===== src/rtl/dewhitening_if.sv =====
// Serial-in / byte-out bundle between the bit-recovery front end, the dewhitener
// and the frame sink.
interface dewhitening_if;
  logic       trigger;
  logic       input_data;
  logic       output_dewhitening;
  logic       dewhite_valid;
  logic       sync_found;
  logic [7:0] frame_len;
  logic [7:0] data_out;
  logic       data_valid;
  logic       frame_done;
  logic       frame_error;

  modport slave (
    input  trigger, input_data,
    output output_dewhitening, dewhite_valid, sync_found, frame_len,
           data_out, data_valid, frame_done, frame_error
  );

  modport master (
    output trigger, input_data,
    input  output_dewhitening, dewhite_valid, sync_found, frame_len,
           data_out, data_valid, frame_done, frame_error
  );
endinterface


===== src/rtl/dewhitening.sv =====
// Self-synchronizing 7-bit descrambler followed by a sync/length/payload framer
// that packs payload bits MSB-first into bytes.
module dewhitening #(
  parameter logic [15:0] SYNC_WORD = 16'h2DD4
) (
  input  logic          clock,
  input  logic          reset,
  dewhitening_if.slave  bus
);

  typedef enum logic [2:0] {IDLE, HUNT, LEN, PAYLOAD, DONE} state_t;

  state_t      state_q, state_d;
  logic [6:0]  scr_q;
  logic [15:0] hist_q;
  logic [4:0]  hunt_cnt_q;
  logic [2:0]  bit_cnt_q;
  logic [7:0]  shift_q;
  logic [7:0]  byte_cnt_q;

  logic        d_bit;
  logic [15:0] hist_next;
  logic [7:0]  byte_next;

  logic        sync_hit, len_cap, pay_cap, done_hit, err_hit;

  logic        out_bit_p1, vld_p1, sync_p1, dv_p1, done_p1, err_p1;
  logic [7:0]  len_p1, data_p1;

  // Counts bits seen since trigger rose; a match needs a full 16-bit history.
  function automatic logic [4:0] sat_inc(input logic [4:0] v);
    return (v == 5'd16) ? v : v + 5'd1;
  endfunction

  assign d_bit     = bus.input_data ^ scr_q[3] ^ scr_q[6];
  assign hist_next = {hist_q[14:0], d_bit};
  assign byte_next = {shift_q[6:0], d_bit};

  always_ff @(posedge clock) begin
    if (reset) state_q <= IDLE;
    else       state_q <= state_d;
  end

  always_comb begin
    state_d  = state_q;
    sync_hit = 1'b0;
    len_cap  = 1'b0;
    pay_cap  = 1'b0;
    done_hit = 1'b0;
    err_hit  = 1'b0;
    if (!bus.trigger) begin
      state_d = IDLE;
      err_hit = (state_q == LEN) || (state_q == PAYLOAD);
    end else begin
      case (state_q)
        IDLE: state_d = HUNT;
        HUNT: begin
          if (hunt_cnt_q >= 5'd15 && hist_next == SYNC_WORD) begin
            sync_hit = 1'b1;
            state_d  = LEN;
          end
        end
        LEN: begin
          if (bit_cnt_q == 3'd7) begin
            len_cap = 1'b1;
            if (byte_next == 8'd0) begin
              done_hit = 1'b1;
              state_d  = DONE;
            end else begin
              state_d = PAYLOAD;
            end
          end
        end
        PAYLOAD: begin
          if (bit_cnt_q == 3'd7) begin
            pay_cap = 1'b1;
            if (byte_cnt_q == 8'd1) begin
              done_hit = 1'b1;
              state_d  = DONE;
            end
          end
        end
        DONE:    state_d = DONE;
        default: state_d = IDLE;
      endcase
    end
  end

  // Stage p0 -> p1: descrambler/framer state update and registered outputs
  always_ff @(posedge clock) begin
    if (reset) begin
      scr_q      <= '0;
      hist_q     <= '0;
      hunt_cnt_q <= '0;
      bit_cnt_q  <= '0;
      shift_q    <= '0;
      byte_cnt_q <= '0;
      out_bit_p1 <= 1'b0;
      vld_p1     <= 1'b0;
      sync_p1    <= 1'b0;
      dv_p1      <= 1'b0;
      done_p1    <= 1'b0;
      err_p1     <= 1'b0;
      len_p1     <= '0;
      data_p1    <= '0;
    end else begin
      vld_p1     <= bus.trigger;
      out_bit_p1 <= bus.trigger & d_bit;
      sync_p1    <= sync_hit;
      dv_p1      <= pay_cap;
      done_p1    <= done_hit;
      err_p1     <= err_hit;
      if (!bus.trigger) begin
        scr_q      <= '0;
        hist_q     <= '0;
        hunt_cnt_q <= '0;
        bit_cnt_q  <= '0;
        shift_q    <= '0;
        byte_cnt_q <= '0;
      end else begin
        // The received (scrambled) bit feeds the register, which makes it self-synchronizing.
        scr_q <= {scr_q[5:0], bus.input_data};
        if (state_q == IDLE || state_q == HUNT) begin
          hist_q     <= hist_next;
          hunt_cnt_q <= sat_inc(hunt_cnt_q);
        end
        if (sync_hit) begin
          bit_cnt_q <= '0;
          shift_q   <= '0;
        end else if (state_q == LEN || state_q == PAYLOAD) begin
          shift_q   <= byte_next;
          bit_cnt_q <= bit_cnt_q + 3'd1;
        end
        if (len_cap) begin
          len_p1     <= byte_next;
          byte_cnt_q <= byte_next;
        end
        if (pay_cap) begin
          data_p1    <= byte_next;
          byte_cnt_q <= byte_cnt_q - 8'd1;
        end
      end
    end
  end

  assign bus.output_dewhitening = out_bit_p1;
  assign bus.dewhite_valid      = vld_p1;
  assign bus.sync_found         = sync_p1;
  assign bus.frame_len          = len_p1;
  assign bus.data_out           = data_p1;
  assign bus.data_valid         = dv_p1;
  assign bus.frame_done         = done_p1;
  assign bus.frame_error        = err_p1;

endmodule


===== src/flat_wrapper.sv =====
// flat-port wrapper written by rule: the top's interface ports become plain ports
module dewhitening_flat 
#(
  parameter logic [15:0] SYNC_WORD = 16'h2DD4
)
  (clock, reset, bus_trigger, bus_input_data, bus_output_dewhitening, bus_dewhite_valid, bus_sync_found, bus_frame_len, bus_data_out, bus_data_valid, bus_frame_done, bus_frame_error);
  dewhitening_if bus_i ();
  input  logic clock;
  input  logic reset;
  input wire logic [$bits(bus_i.trigger)-1:0] bus_trigger;
  input wire logic [$bits(bus_i.input_data)-1:0] bus_input_data;
  output wire logic [$bits(bus_i.output_dewhitening)-1:0] bus_output_dewhitening;
  output wire logic [$bits(bus_i.dewhite_valid)-1:0] bus_dewhite_valid;
  output wire logic [$bits(bus_i.sync_found)-1:0] bus_sync_found;
  output wire logic [$bits(bus_i.frame_len)-1:0] bus_frame_len;
  output wire logic [$bits(bus_i.data_out)-1:0] bus_data_out;
  output wire logic [$bits(bus_i.data_valid)-1:0] bus_data_valid;
  output wire logic [$bits(bus_i.frame_done)-1:0] bus_frame_done;
  output wire logic [$bits(bus_i.frame_error)-1:0] bus_frame_error;
  assign bus_i.trigger = bus_trigger;
  assign bus_i.input_data = bus_input_data;
  assign bus_output_dewhitening = bus_i.output_dewhitening;
  assign bus_dewhite_valid = bus_i.dewhite_valid;
  assign bus_sync_found = bus_i.sync_found;
  assign bus_frame_len = bus_i.frame_len;
  assign bus_data_out = bus_i.data_out;
  assign bus_data_valid = bus_i.data_valid;
  assign bus_frame_done = bus_i.frame_done;
  assign bus_frame_error = bus_i.frame_error;
  dewhitening #(.SYNC_WORD(SYNC_WORD)) u_core (.clock(clock), .reset(reset), .bus(bus_i));
endmodule

===== config.mk =====
export PLATFORM = sky130hd
export DESIGN_NAME = dewhitening_flat
export DESIGN_NICKNAME = d
export VERILOG_FILES = /design/src/rtl/dewhitening_if.sv /design/src/rtl/dewhitening.sv /design/src/flat_wrapper.sv
export SDC_FILE = /design/constraint.sdc
export NUM_CORES = 1
export LEC_CHECK = 0
export CAP_MARGIN = 20
export CELL_PAD_IN_SITES_DETAIL_PLACEMENT = 1
export CELL_PAD_IN_SITES_GLOBAL_PLACEMENT = 1
export CORE_MARGIN = 3
export CORE_UTILIZATION = 40
export CTS_BUF_LIST = sky130_fd_sc_hd__clkbuf_4
export DETAILED_ROUTE_END_ITERATION = 6
export PLACE_DENSITY_LB_ADDON = 0.1
export SETUP_SLACK_MARGIN = 0.3
export SYNTH_ARGS = -nofsm -noshare
export SYNTH_HDL_FRONTEND = slang
export SYNTH_SLANG_ARGS = --single-unit

===== constraint.sdc =====
create_clock -name clock -period 2 [get_ports clock]
set_input_delay 0.4 -clock clock [delete_from_list [all_inputs] [get_ports clock]]
set_output_delay 0.4 -clock clock [all_outputs]
set_load 0.02 [all_outputs]

==> flow_summary.yaml <==
layout:
  finalInstanceArea_um2: 3780
  nets: 398
  diodes: 0
  syn_to_final_growth_pct: 30.3
  fillers: 809
  layout-drive-gt1-share_pct: 19.1
setup_path:
  cp-startpoint: "u_core.hist_q[13]"
  regToRegSetupSlack_ns: 0.24
  worstSetupPathType: "flop to flop"
  max_stage_delay_ns: 0.49
  crit_end: "u_core.state_q[1]"
  worstReg2RegStart: "u_core.hist_q[13]"
  crit_cells: 5
  cp-end-kind: "flop"
  path_cells: "nor4bb_4, nand4_1, or3b_4, buf_6, a211oi_2"
  cp.buffers_inverters: 1
  cp.arrival_ns: 2.11
  worstSetupStartpointType: "flop"
  crit_required_ns: 2.35
  crit_family: "simple AND/OR/NAND/NOR gates"
  crit_fanout: 3
  cp_slowest_cell: "or3b_4"
  reg2reg_to: "u_core.state_q[1]"
  rr_worst_depth: 5
synth:
  ys_seq_area_share_pct: 48.3
  syn-num-nets: 355
  synth-seq-cells: 70
  synth.avg_cell_area_um2: 8.43
  synth_ff_type: "dfxtp_1"
  ys_async_sr_fraction_pct: 0
  yosysWarningCount: 0
  netlist_area_um2: 2900
  ys_types: 45
  synthCells: 344
  synth_edf_count: 0
timing:
  slew_violations: 0
  setup_tns_ns: 0
  max_freq_mhz: 568
  finalCritPeriodShare_pct: 88.1
  finClkSkew_ns: 0.0169
  finalHoldViolations: 0
  rsz0062_at_grt: "true"
  setup_ws_ns: 0.238
  max_slew_margin_pct: 65.7
  fin_crit_ns: 1.76
  setup_viol: 0
  worst_pin_slew_ns: 0.501
global_route:
  antenna_found_initial: 0
  grt_pass1_vias: 2736
  grt_use_total_pct: 20.3
  overflow: 0
  grt_pass1_wl_mm: 13.4
  grt_max_degree: 23
placement:
  routabilityCongestion: 0.817
  io_buffers: 25
  placed_area_um2: 3370
  hpwl_mm: 5.21
  place_ws_ns: -0.0959
pwr:
  p_per_area_nw_per_um2: 764
  peakVddDrop_mv: 0.532
  total_power_w: 0.00289
  p_leak_nw: 1.46
floorplanning:
  io_pins: 26
  dieArea_um2: 8310
  fp.coreArea_um2: 6910
  initial_core_util_pct: 42.0
  die_w_um: 91.2
  die_y_um: 91.2
  rows: 30
run_status:
  status: "finished clean"
routing:
  via_per_inst: 5.23
  route.detailed.drc: 0
  vias: 2552
  dr.pass1.iters: 4
  postRouteAntennaNets: 0
  routed_wl_mm: 7.91
  drt_iter0_drc: 68
  wl_per_cell_um: 16.2
flow_run:
  cap_violations: 0
clock_tree:
  cts_tree: "built"
  cts_hold_buf: 0
  cts-buffers-inserted: 9
  h-tree-depth: 3
  cts_sinks: 70
  cts_root_buffer: "clkbuf_4"
  clkLatencyLatePin_ns: 0.42
  clock_path_buffers: 2
  clkTransAtPathRegs_ns: 0.12
min_path:
  holdCritPathClass: "flop to flop"
cell usage after synthesis, types with 2 or more instances:
| cell | instances | area [um2] |
|---|---|---|
| buf_2 | 3 | 15.0 |
| xnor2_1 | 5 | 43.8 |
| clkbuf_1 | 15 | 56.3 |
| nor3_1 | 17 | 85.1 |
| nand2b_1 | 3 | 18.8 |
| nor4bb_1 | 2 | 20.0 |
| and2_1 | 6 | 37.5 |
| inv_1 | 10 | 37.5 |
| and3_1 | 5 | 31.3 |
| nor2_1 | 25 | 93.8 |
| a31oi_1 | 2 | 12.5 |
| dfxtp_1 | 70 | 1400 |
| a21oi_1 | 44 | 220 |
| buf_1 | 2 | 7.51 |
| nor4_1 | 2 | 12.5 |
| o21ai_0 | 9 | 45.0 |
| ha_1 | 7 | 87.6 |
| nor2b_1 | 5 | 31.3 |
| nand2_1 | 62 | 233 |
| a211oi_1 | 5 | 37.5 |
| mux2i_1 | 5 | 50.1 |
| and4b_1 | 3 | 30.0 |
| nand3_1 | 11 | 55.1 |
| nand4_1 | 3 | 18.8 |
| a221oi_1 | 2 | 17.5 |
| a311oi_1 | 2 | 17.5 |
worst register-to-register path: cells and delay by family, from the launching register on:
family | cells | cell delay [ns]
buf+inv | 1 | 0.15
flops | 1 | 0.37
compound gates | 1 | 0.17
simple gates | 3 | 1.01
flip-flops by register name (all words and copies together) (netlist names):
register / flops
u_core.hunt_cnt_q: 5
u_core.byte_cnt_q: 8
u_core.bus.data_out: 8
u_core.scr_q: 7
u_core.bus.dewhite_valid: 1
u_core.bus.frame_error: 1
u_core.bus.sync_found: 1
u_core.hist_q: 15
u_core.bit_cnt_q: 3
u_core.state_q: 3
u_core.bus.output_dewhitening: 1
u_core.shift_q: 7
u_core.bus.data_valid: 1
u_core.bus.frame_done: 1
u_core.bus.frame_len: 8
stage by stage:
stage	util, %	cells	hold slack (ns)
finish	54.7	488	0.428
global route	54.7	488	0.458
CTS	53.2	485	0.445
detailed placement	48.7	466	0.418
global placement	48.7	466	0.410
floorplan	-	344	0.406
how the worst min path moves through the flow:
| stage | from | endpoint | slack (ns) | cells after the start |
|---|---|---|---|---|
| floorplan | u_core.scr_q[0] | u_core.scr_q[1] | 0.41 | 1 |
| global placement | u_core.scr_q[1] | u_core.scr_q[2] | 0.41 | 1 |
| detailed placement | u_core.scr_q[2] | u_core.scr_q[3] | 0.42 | 1 |
| CTS | u_core.scr_q[2] | u_core.scr_q[3] | 0.44 | 1 |
| global route | u_core.scr_q[2] | u_core.scr_q[3] | 0.46 | 1 |
| finish | u_core.scr_q[5] | u_core.scr_q[6] | 0.43 | 1 |
kinds of logic (layout without fill, tap and decap cells):
| logic type | Yosys count | count (layout) | synth area share [%] |
|---|---|---|---|
| simple gates | 153 | 153 | 25.7 |
| buf+inv | 30 | 78 | 4.01 |
| fa+ha+maj | 7 | 7 | 3.02 |
| compound gates | 72 | 72 | 14.6 |
| mux | 5 | 5 | 1.72 |
| xor+xnor | 7 | 7 | 2.72 |
| flops | 70 | 70 | 48.3 |
cell type report:
class,count,area [um2],area share (%)
multi-input combinational,244,1570,41.4
inverter,10,37.5,0.993
clock buffer,9,67.6,1.79
sequential,70,1420,37.5
clock inverter,7,136,3.61
tap,96,120,3.18
timing repair buffer,52,437,11.6
routing by layer:
metal / vias to the layer above / share of wire [%] / GRT usage [%]
met5: - / 0 / 0
met4: 0 / 1.9 / 8.92
met3: 13 / 3.0 / 3.31
li1: 1280 / - / -
met1: 1228 / 47 / 25.8
met2: 31 / 49 / 33.7
power by group:
| part | internal, W | leakage, nW | total [W] | switching [W] |
|---|---|---|---|---|
| Clock | 0.000753 | 0.105 | 0.00127 | 0.000516 |
| Combinational | 0.0000714 | 0.785 | 0.000198 | 0.000126 |
| Sequential | 0.00140 | 0.569 | 0.00142 | 0.0000163 |
cell usage in the layout, fill, tap and decap left out, types with 5 or more instances in the layout:
cell type / n
dfxtp_1: 64
nor2_1: 24
inv_1: 10
buf_4: 24
mux2i_1: 5
nand3_1: 11
xnor2_1: 5
a21oi_1: 44
dlygate4sd2_1: 22
nor3_1: 12
and2_1: 6
clkbuf_4: 9
nand2_1: 60
nor2b_1: 5
o21ai_0: 9
what timing repair did:
item | CTS | global route
endpoints found under the setup margin | 36 | 37
buffers inserted | 2 | 3
gates resized for setup | 46 | 17
pin swaps | 10 | 2
gates cloned | 1 | 0
(Power assumes the default switching activity.)
